<file path="config.mk">
export PLATFORM = sky130hd
export DESIGN_NAME = pipe_hazard_ctrl
export DESIGN_NICKNAME = d
export VERILOG_FILES = /design/src/rtl/pipe_hazard_ctrl_pkg.sv /design/src/rtl/pipe_hazard_ctrl_sat_counter.sv /design/src/rtl/pipe_hazard_ctrl.sv
export SDC_FILE = /design/constraint.sdc
export NUM_CORES = 1
export LEC_CHECK = 0
export ABC_AREA = 0
export CORE_ASPECT_RATIO = 0.5
export CORE_MARGIN = 5
export CORE_UTILIZATION = 35
export DETAILED_ROUTE_END_ITERATION = 7
export HOLD_SLACK_MARGIN = 0.02
export PLACE_DENSITY = 0.7
export SLEW_MARGIN = 20
export SYNTH_ARGS = -nofsm -noshare
export SYNTH_HDL_FRONTEND = slang
export SYNTH_HIERARCHICAL = 1
export SYNTH_SLANG_ARGS = --single-unit
</file>
<file path="constraint.sdc">
create_clock -name clk -period 3.7 [get_ports clk]
set_clock_uncertainty 0.2 [all_clocks]
set_input_delay 0.555 -clock clk [delete_from_list [all_inputs] [get_ports clk]]
set_output_delay 0.555 -clock clk [all_outputs]
set_load 0.05 [all_outputs]
</file>
<file path="src/rtl/pipe_hazard_ctrl_pkg.sv">
// Shared pipeline definitions: hazard-controller state encoding, drain depth
// and the halt opcode.
package pipe_hazard_ctrl_pkg;

   typedef enum logic [1:0] {
      ST_RUN    = 2'd0,
      ST_DRAIN  = 2'd1,
      ST_HALTED = 2'd2
   } state_e;

   localparam logic [1:0]  DRAIN_DEPTH = 2'd3;
   localparam logic [31:0] HALT_OPCODE = 32'hFFFF_FFFF;

   function automatic logic is_halt(input logic [31:0] instr);
      return instr == HALT_OPCODE;
   endfunction

   // Register 0 is hardwired to zero, so a load targeting it never creates a hazard.
   function automatic logic load_use(input logic       memread,
                                     input logic [4:0] rt_ex,
                                     input logic [4:0] rs_id,
                                     input logic [4:0] rt_id);
      return memread && (rt_ex != 5'd0) && ((rt_ex == rs_id) || (rt_ex == rt_id));
   endfunction

endpackage

</file>
<file path="src/rtl/pipe_hazard_ctrl_sat_counter.sv">
// 16-bit event counter that sticks at all-ones instead of wrapping.
module sat_counter16 (
   input  logic        clk,
   input  logic        rst,
   input  logic        inc_i,
   output logic [15:0] cnt_o
);

   logic [15:0] cnt_q;
   logic [15:0] cnt_d;

   always_comb begin
      cnt_d = cnt_q;
      if (inc_i && (cnt_q != 16'hFFFF)) begin
         cnt_d = cnt_q + 16'd1;
      end
   end

   always_ff @(posedge clk) begin
      if (rst) begin
         cnt_q <= 16'd0;
      end else begin
         cnt_q <= cnt_d;
      end
   end

   assign cnt_o = cnt_q;

endmodule

</file>
<file path="src/rtl/pipe_hazard_ctrl.sv">
// Pipeline hazard controller: load-use stall, branch redirect flush and
// halt drain, with saturating stall/flush counters.
//
//   state     | meaning
//   ----------+-----------------------------------------------------
//   ST_RUN    | normal issue; load-use stalls and redirects handled
//   ST_DRAIN  | halt seen; fetch frozen while older instructions retire
//   ST_HALTED | pipeline empty, frozen until reset
module pipe_hazard_ctrl
   import pipe_hazard_ctrl_pkg::*;
(
   input  logic        clk,
   input  logic        rst,
   input  logic [4:0]  id_rs,
   input  logic [4:0]  id_rt,
   input  logic        ex_memread,
   input  logic [4:0]  ex_rt,
   input  logic        mem_redirect,
   input  logic        id_halt,
   output logic        pc_write,
   output logic        if_id_write,
   output logic        if_id_flush,
   output logic        id_ex_flush,
   output logic        ex_mem_flush,
   output logic        halted,
   output logic [15:0] stall_cnt,
   output logic [15:0] flush_cnt
);

   state_e     state_q, state_d;
   logic [1:0] drain_q, drain_d;
   logic       lu_hit;
   logic       redir;
   logic       stall_inc;
   logic       flush_inc;

   assign lu_hit = (state_q == ST_RUN) && load_use(ex_memread, ex_rt, id_rs, id_rt);
   assign redir  = mem_redirect && ((state_q == ST_RUN) || (state_q == ST_DRAIN));

   always_comb begin
      state_d      = state_q;
      drain_d      = drain_q;
      pc_write     = 1'b0;
      if_id_write  = 1'b0;
      if_id_flush  = 1'b0;
      id_ex_flush  = 1'b0;
      ex_mem_flush = 1'b0;
      stall_inc    = 1'b0;
      flush_inc    = 1'b0;
      if (rst) begin
         if_id_flush  = 1'b1;
         id_ex_flush  = 1'b1;
         ex_mem_flush = 1'b1;
      end else if (redir) begin
         // Redirect wins over stall, halt and drain; a drain in progress is abandoned.
         pc_write     = 1'b1;
         if_id_write  = 1'b1;
         if_id_flush  = 1'b1;
         id_ex_flush  = 1'b1;
         ex_mem_flush = 1'b1;
         flush_inc    = 1'b1;
         state_d      = ST_RUN;
         drain_d      = 2'd0;
      end else begin
         case (state_q)
            ST_RUN: begin
               if (lu_hit) begin
                  id_ex_flush = 1'b1;
                  stall_inc   = 1'b1;
               end else if (id_halt) begin
                  id_ex_flush = 1'b1;
                  state_d     = ST_DRAIN;
                  drain_d     = DRAIN_DEPTH;
               end else begin
                  pc_write    = 1'b1;
                  if_id_write = 1'b1;
               end
            end
            ST_DRAIN: begin
               if_id_flush = 1'b1;
               if (drain_q == 2'd0) begin
                  state_d = ST_HALTED;
               end else begin
                  drain_d = drain_q - 2'd1;
               end
            end
            ST_HALTED: begin
            end
            default: begin
               state_d = ST_RUN;
               drain_d = 2'd0;
            end
         endcase
      end
   end

   always_ff @(posedge clk) begin
      if (rst) begin
         state_q <= ST_RUN;
         drain_q <= 2'd0;
      end else begin
         state_q <= state_d;
         drain_q <= drain_d;
      end
   end

   assign halted = (state_q == ST_HALTED);

   sat_counter16 u_stall_cnt (
      .clk   (clk),
      .rst   (rst),
      .inc_i (stall_inc),
      .cnt_o (stall_cnt)
   );

   sat_counter16 u_flush_cnt (
      .clk   (clk),
      .rst   (rst),
      .inc_i (flush_inc),
      .cnt_o (flush_cnt)
   );

endmodule

</file>
# Yosys cells after proc, flatten, opt, wreduce, memory -nomap -nowiden
# Index checks and enable logic that the tools add are counted.
# Widths: inputs -> output; s select.
# op_classes
add_sub_neg,3
eq_ne,10
mux,28
n_bitwise,1
reduce_logical,14
# op_table
operator,count
$add 16x1->16 const B,2
$ne 16x16->1 const B,2
$mux 1,20
$mux 2,6
$pmux 2 s3,2
$eq 5x5->1,2
$reduce_and 4->1,2
$logic_and 1x1->1,6
$ne 2x2->1 const B,3
$reduce_bool 5->1,1
$logic_not 2->1,2
$eq 2x1->1 const B,1
$eq 2x2->1 const B,1
$logic_or 1x1->1,2
$ne 2x1->1 const B,1
$reduce_or 2->1,1
$sub 2x1->2 const B,1
$not 1->1,1
# totals
register_bits,36

# Longest topological paths before layout
# Gate-level depths: netlist of the first run.
# depth
depth_word,9
ltp_mapped,8

# Hierarchy
# The synthesis of the first run kept the hierarchy.
# modules_own_cells
mod,n_inst,cells_per_inst,area_each_um2,seq_area_each_um2
sat_counter16,2,99,848.3,320.3
pipe_hazard_ctrl,1,54,410.4,80.1

# Least setup slack after synthesis of the first run
# Ideal clock, no wire load.
# synth_path
path_type,input-to-output
start,input port ex_rt[4]
end,output port id_ex_flush
t_arrival_ps,2225
setup_slack_ps,720
cell_stages,5
cell_sequence,xnor2_1 -> nand3_1 -> o22ai_1 -> a21oi_1 -> o21ai_0
# synth_via
elab_chain_cells,8
elab_cells_between_ends,11
classes_between,eq/ne: 2; mux: 4; reduce/logical: 5
# synth_rtl
item,line_no,source
start: declaration,pipe_hazard_ctrl.sv:17,"input logic [4:0] ex_rt,"
$eq 5x5->1 or $reduce_bool 5->1 (tied branches),pipe_hazard_ctrl_pkg.sv:23,return memread && (rt_ex != 5'd0) && ((rt_ex == rs_id) || (rt_ex == rt_id));
$logic_or 1x1->1 or $logic_and 1x1->1 (tied branches),pipe_hazard_ctrl_pkg.sv:23,
$logic_and 1x1->1 (*),pipe_hazard_ctrl_pkg.sv:23,
$logic_and 1x1->1 (*),pipe_hazard_ctrl.sv:37,"assign lu_hit = (state_q == ST_RUN) && load_use(ex_memread, ex_rt, id_rs, id_rt);"
$mux 1 (*),pipe_hazard_ctrl.sv:67,if (lu_hit) begin
$mux 1 (*),pipe_hazard_ctrl.sv:65,case (state_q)
$mux 1 (*),pipe_hazard_ctrl.sv:54,end else if (redir) begin
$mux 1 (*),pipe_hazard_ctrl.sv:50,if (rst) begin
end: declaration,pipe_hazard_ctrl.sv:23,"output logic id_ex_flush,"
# Every way passes the cells marked *; elsewhere a longest branch is shown, timed or not.

# Final worst setup path of the first run
# layout_path
start,input port ex_rt[1]
end,output port pc_write
# layout_via
elab_chain_cells,8
elab_cells_between_ends,11
classes_between,eq/ne: 2; mux: 4; reduce/logical: 5
# layout_rtl
item,line_no,source
$eq 5x5->1 or $reduce_bool 5->1 (tied branches),pipe_hazard_ctrl_pkg.sv:23,
$logic_or 1x1->1 or $logic_and 1x1->1 (tied branches),pipe_hazard_ctrl_pkg.sv:23,
$logic_and 1x1->1 (*),pipe_hazard_ctrl_pkg.sv:23,
$logic_and 1x1->1 (*),pipe_hazard_ctrl.sv:37,
$mux 1 (*),pipe_hazard_ctrl.sv:67,
$mux 1 (*),pipe_hazard_ctrl.sv:65,
$mux 1 (*),pipe_hazard_ctrl.sv:54,
$mux 1 (*),pipe_hazard_ctrl.sv:50,
end: declaration,pipe_hazard_ctrl.sv:20,"output logic pc_write,"
# Marks and branches as above.

==> metrics.md, run 1 <==
| Metric | Value |
|---|---|
| Synth Cell Area | `2110 um^2` |
| Count of final setup violators | `0` |
| Synth Register Bits | `36` |
| Final-report max-slew violation count | `0` |
| Main combinational cell family by area after synthesis | `simple AND/OR/NAND/NOR gates` |
| Critical Path RT | `2.94 ns` |
| Top-count cell post-synth | `dfxtp_1` |
| Post-synth EDFFs | `0` |
| Placed cell areas | `2790 um^2` |
| TritonCTS Buffers | `5` |
| Most area-consuming cells after synthesis | `dfxtp_1 (34%), a21oi_1 (5.9%), xnor2_1 (5.8%)` |
| Slew margin rel. | `0.456` |
| Worst r2r src | `state_q[1]` |
| Congestion Overflow GR | `0` |
| Worst vdd ir | `0.138 mV` |
| Setup TNS | `0 ns` |
| Routability cong. | `0.831` |
| CTS Buffer Depth | `2` |
| Clock sinks | `36` |
| Synth warn | `6` |
| Postcts setup bufs | `0` |
| Reg2reg end | `u_flush_cnt/cnt_o[11]` |
| Placed cells | `379` |
| Post-cts gate resize count | `0` |
| RSZ-0062 raised after global routing | `no` |
| R2r worst-path depth | `5` |
| Mux cell area share after synthesis | `0.0202` |
| First-pass GRT wire length | `9380 um` |
| Via Count | `2130` |
| Hold_sp | `drain_q[1]` |
| Largest net degree at the start of global routing | `20` |
| Detailed-route DRC error count | `0` |
| I/O Buffers | `57` |
| Antenna violations before repair | `0` |
| Crit path time final | `3.21 ns` |
| Initial Utilization | `0.354` |
| Core box area | `5960 um^2` |
| Share of cells above drive strength 1 | `0.0871` |
| Power per cell area | `332 nW/um^2` |
| Post-synth top area cell | `dfxtp_1` |
| Hold Path Sink | `drain_q[1]` |
| Worst-Skew Late Latency | `0.28 ns` |
| Total power draw | `981 uW` |
| Crit path cell chain | `clkdlybuf4s50_1, or4_1, o2111a_2, a21oi_1, a21o_1, buf_12` |
| Design Area, Final | `2950 um^2` |
| Reg2reg setup slack | `1.17 ns` |
| DR iter-0 viols | `105` |
| Final WS setup | `0.488 ns` |
| Mapped Avg Cell Area | `8.36 um^2` |
| Detail Route Antenna Nets | `0` |
| Antenna diode count | `0` |
| Vias per cell | `5.50` |
| TritonCTS clock tree | `built` |
| Maxcap violations | `0` |
| Fin crit share | `0.868` |
| Prevailing post-synth register cell | `dfxtp_1` |
| Crit Path Category | `primary input to output pin` |
| Ports | `58` |
| Worst setup SP type | `primary input` |
| XOR/XNOR share of the synthesized area | `0.0582` |
| Area share of fa/ha/maj cells after synthesis | `0.0178` |
| Routed wire per std cell | `14.0 um` |
| Final WL | `5410 um` |
| Post-route insts no fill | `387` |
| Vias in the first global route | `2102` |
| Cell count after synthesis | `252` |
| Worst EP arrival | `2.46 ns` |
| Die area | `7770 um^2` |
| Synth Area in Compound Gates | `0.185` |
| Mapped Nets | `275` |
| DIE WIDTH | `120 um` |
| CP Capture Type | `output pin` |
| Clock H-tree levels | `2` |
| Fmax | `311 MHz` |
| GRT Util Overall | `0.144` |
| Rows | `20` |
| Ys async rst share | `0` |
| Max FO, Critical Path | `4` |
| Root buffer selected by CTS | `clkbuf_16` |
| Worst Tran Pin Value | `0.811 ns` |
| Initial DRT Pass Iterations | `4` |
| Final HPWL DP | `3990 um` |
| Worst Hold Class | `register to register` |
| Area grow syn2layout | `40.0%` |
| Delay of the slowest critical-path stage | `0.55 ns` |
| Post-synth top area share | `0.342` |
| Hold buffers post-CTS | `0` |
| Max stage delay cell, worst path | `or4_1` |
| Outcome | `complete, no violations` |
| Final hold viol count | `0` |
| Fin nets | `332` |
| Synth unique cells | `41` |
| Simple-gate share of the synthesized area | `0.335` |
| Die Y | `64.9 um` |
| Sequential share of the synthesized area | `0.342` |
| LEAKAGE | `0.000977 uW` |
| Hold Path Stages | `2` |
| Pre-CTS WS | `0.423 ns` |
| Synth cell count leaders | `dfxtp_1 (36), a21oi_1 (25), nand2_1 (17)` |
| Worst-path clk slew | `0.05 ns` |
-- worst max-delay path by stage --
stage | startpoint | to | slack [ns] | cells past startpoint
floorplan | ex_rt[4] | id_ex_flush | 0.72 | 5
global placement | ex_rt[1] | if_id_write | 0.51 | 6
detailed placement | ex_rt[0] | u_stall_cnt/cnt_o[11] | 0.42 | 8
CTS | ex_rt[1] | pc_write | 0.48 | 6
global route | ex_rt[1] | if_id_write | 0.41 | 6
finish | ex_rt[1] | pc_write | 0.49 | 6
-- per-layer routing --
metal,part of all wire,vias to the layer above,global-route usage
met4,0.0039,0,0.0342
met5,0,-,0
li1,-,1072,-
met2,0.50,52,0.268
met3,0.043,2,0.0314
met1,0.45,1004,0.171
-- logic make-up after synthesis --
| group | count (synthesis) |
|---|---|
| AOI/OAI and AO/OA | 61 |
| adders and majority gates | 3 |
| DFF | 36 |
| buffers and inverters | 22 |
| muxes | 4 |
| xor gates and xnor gates | 14 |
| and+or+nand+nor | 112 |
-- sequential cells by signal, summed over array words and instances, names as in the netlist --
| register | flops |
|---|---|
| drain_q | 2 |
| state_q | 2 |
| u_flush_cnt/cnt_o | 16 |
| u_stall_cnt/cnt_o | 16 |
-- area by class of cell --
cell class / instances / area [um^2]
Timing Repair Buffer: 59 / 623
Tap cell: 77 / 96.3
Clock buffer: 6 / 129
Inverter: 13 / 48.8
Multi-Input combinational cell: 194 / 1300
Fill cell: 567 / 3010
Sequential cell: 36 / 721
Clock inverter: 2 / 35.0
-- placed cells by master, fill, tap and decap left out, drive strengths merged, types with 12 or more instances in the layout --
cell type      synthesis  routed
inv                   13      13
nand2                 19      19
xnor2                 14      14
o31ai                 12      12
a21oi                 25      25
or4                   15      15
nand3                 15      15
clkdlybuf4s50          0      52
nor2                  15      15
dfxtp                 36      36
-- report_power, final --
group	switching (uW)	internal (uW)
sequential	3.12	391
combinational	56.9	53.4
clock	159	317
total	219	761
-- per-stage QoR --
step / utilization / hold WS, ns
2_1_floorplan: - / 0.264
3_3_place_gp: 0.468 / 0.286
3_5_place_dp: 0.468 / 0.308
4_1_cts: 0.495 / 0.316
5_1_grt: 0.495 / 0.356
6_report: 0.495 / 0.309
-- worst max-delay path: cells and delay by family --
kind,cells,cell delay [ns]
buffers and inverters,2,0.63
AOI/OAI and AO/OA,3,0.72
and+or+nand+nor,1,0.55
(Power assumes the default switching activity.)
==> inputs of run 2 (changes only) <==
CTS_CLUSTER_DIAMETER = 150   (was not set)
==> results of run 2 <==
The final DEF is identical to that of run 1; final timing and power are the same.
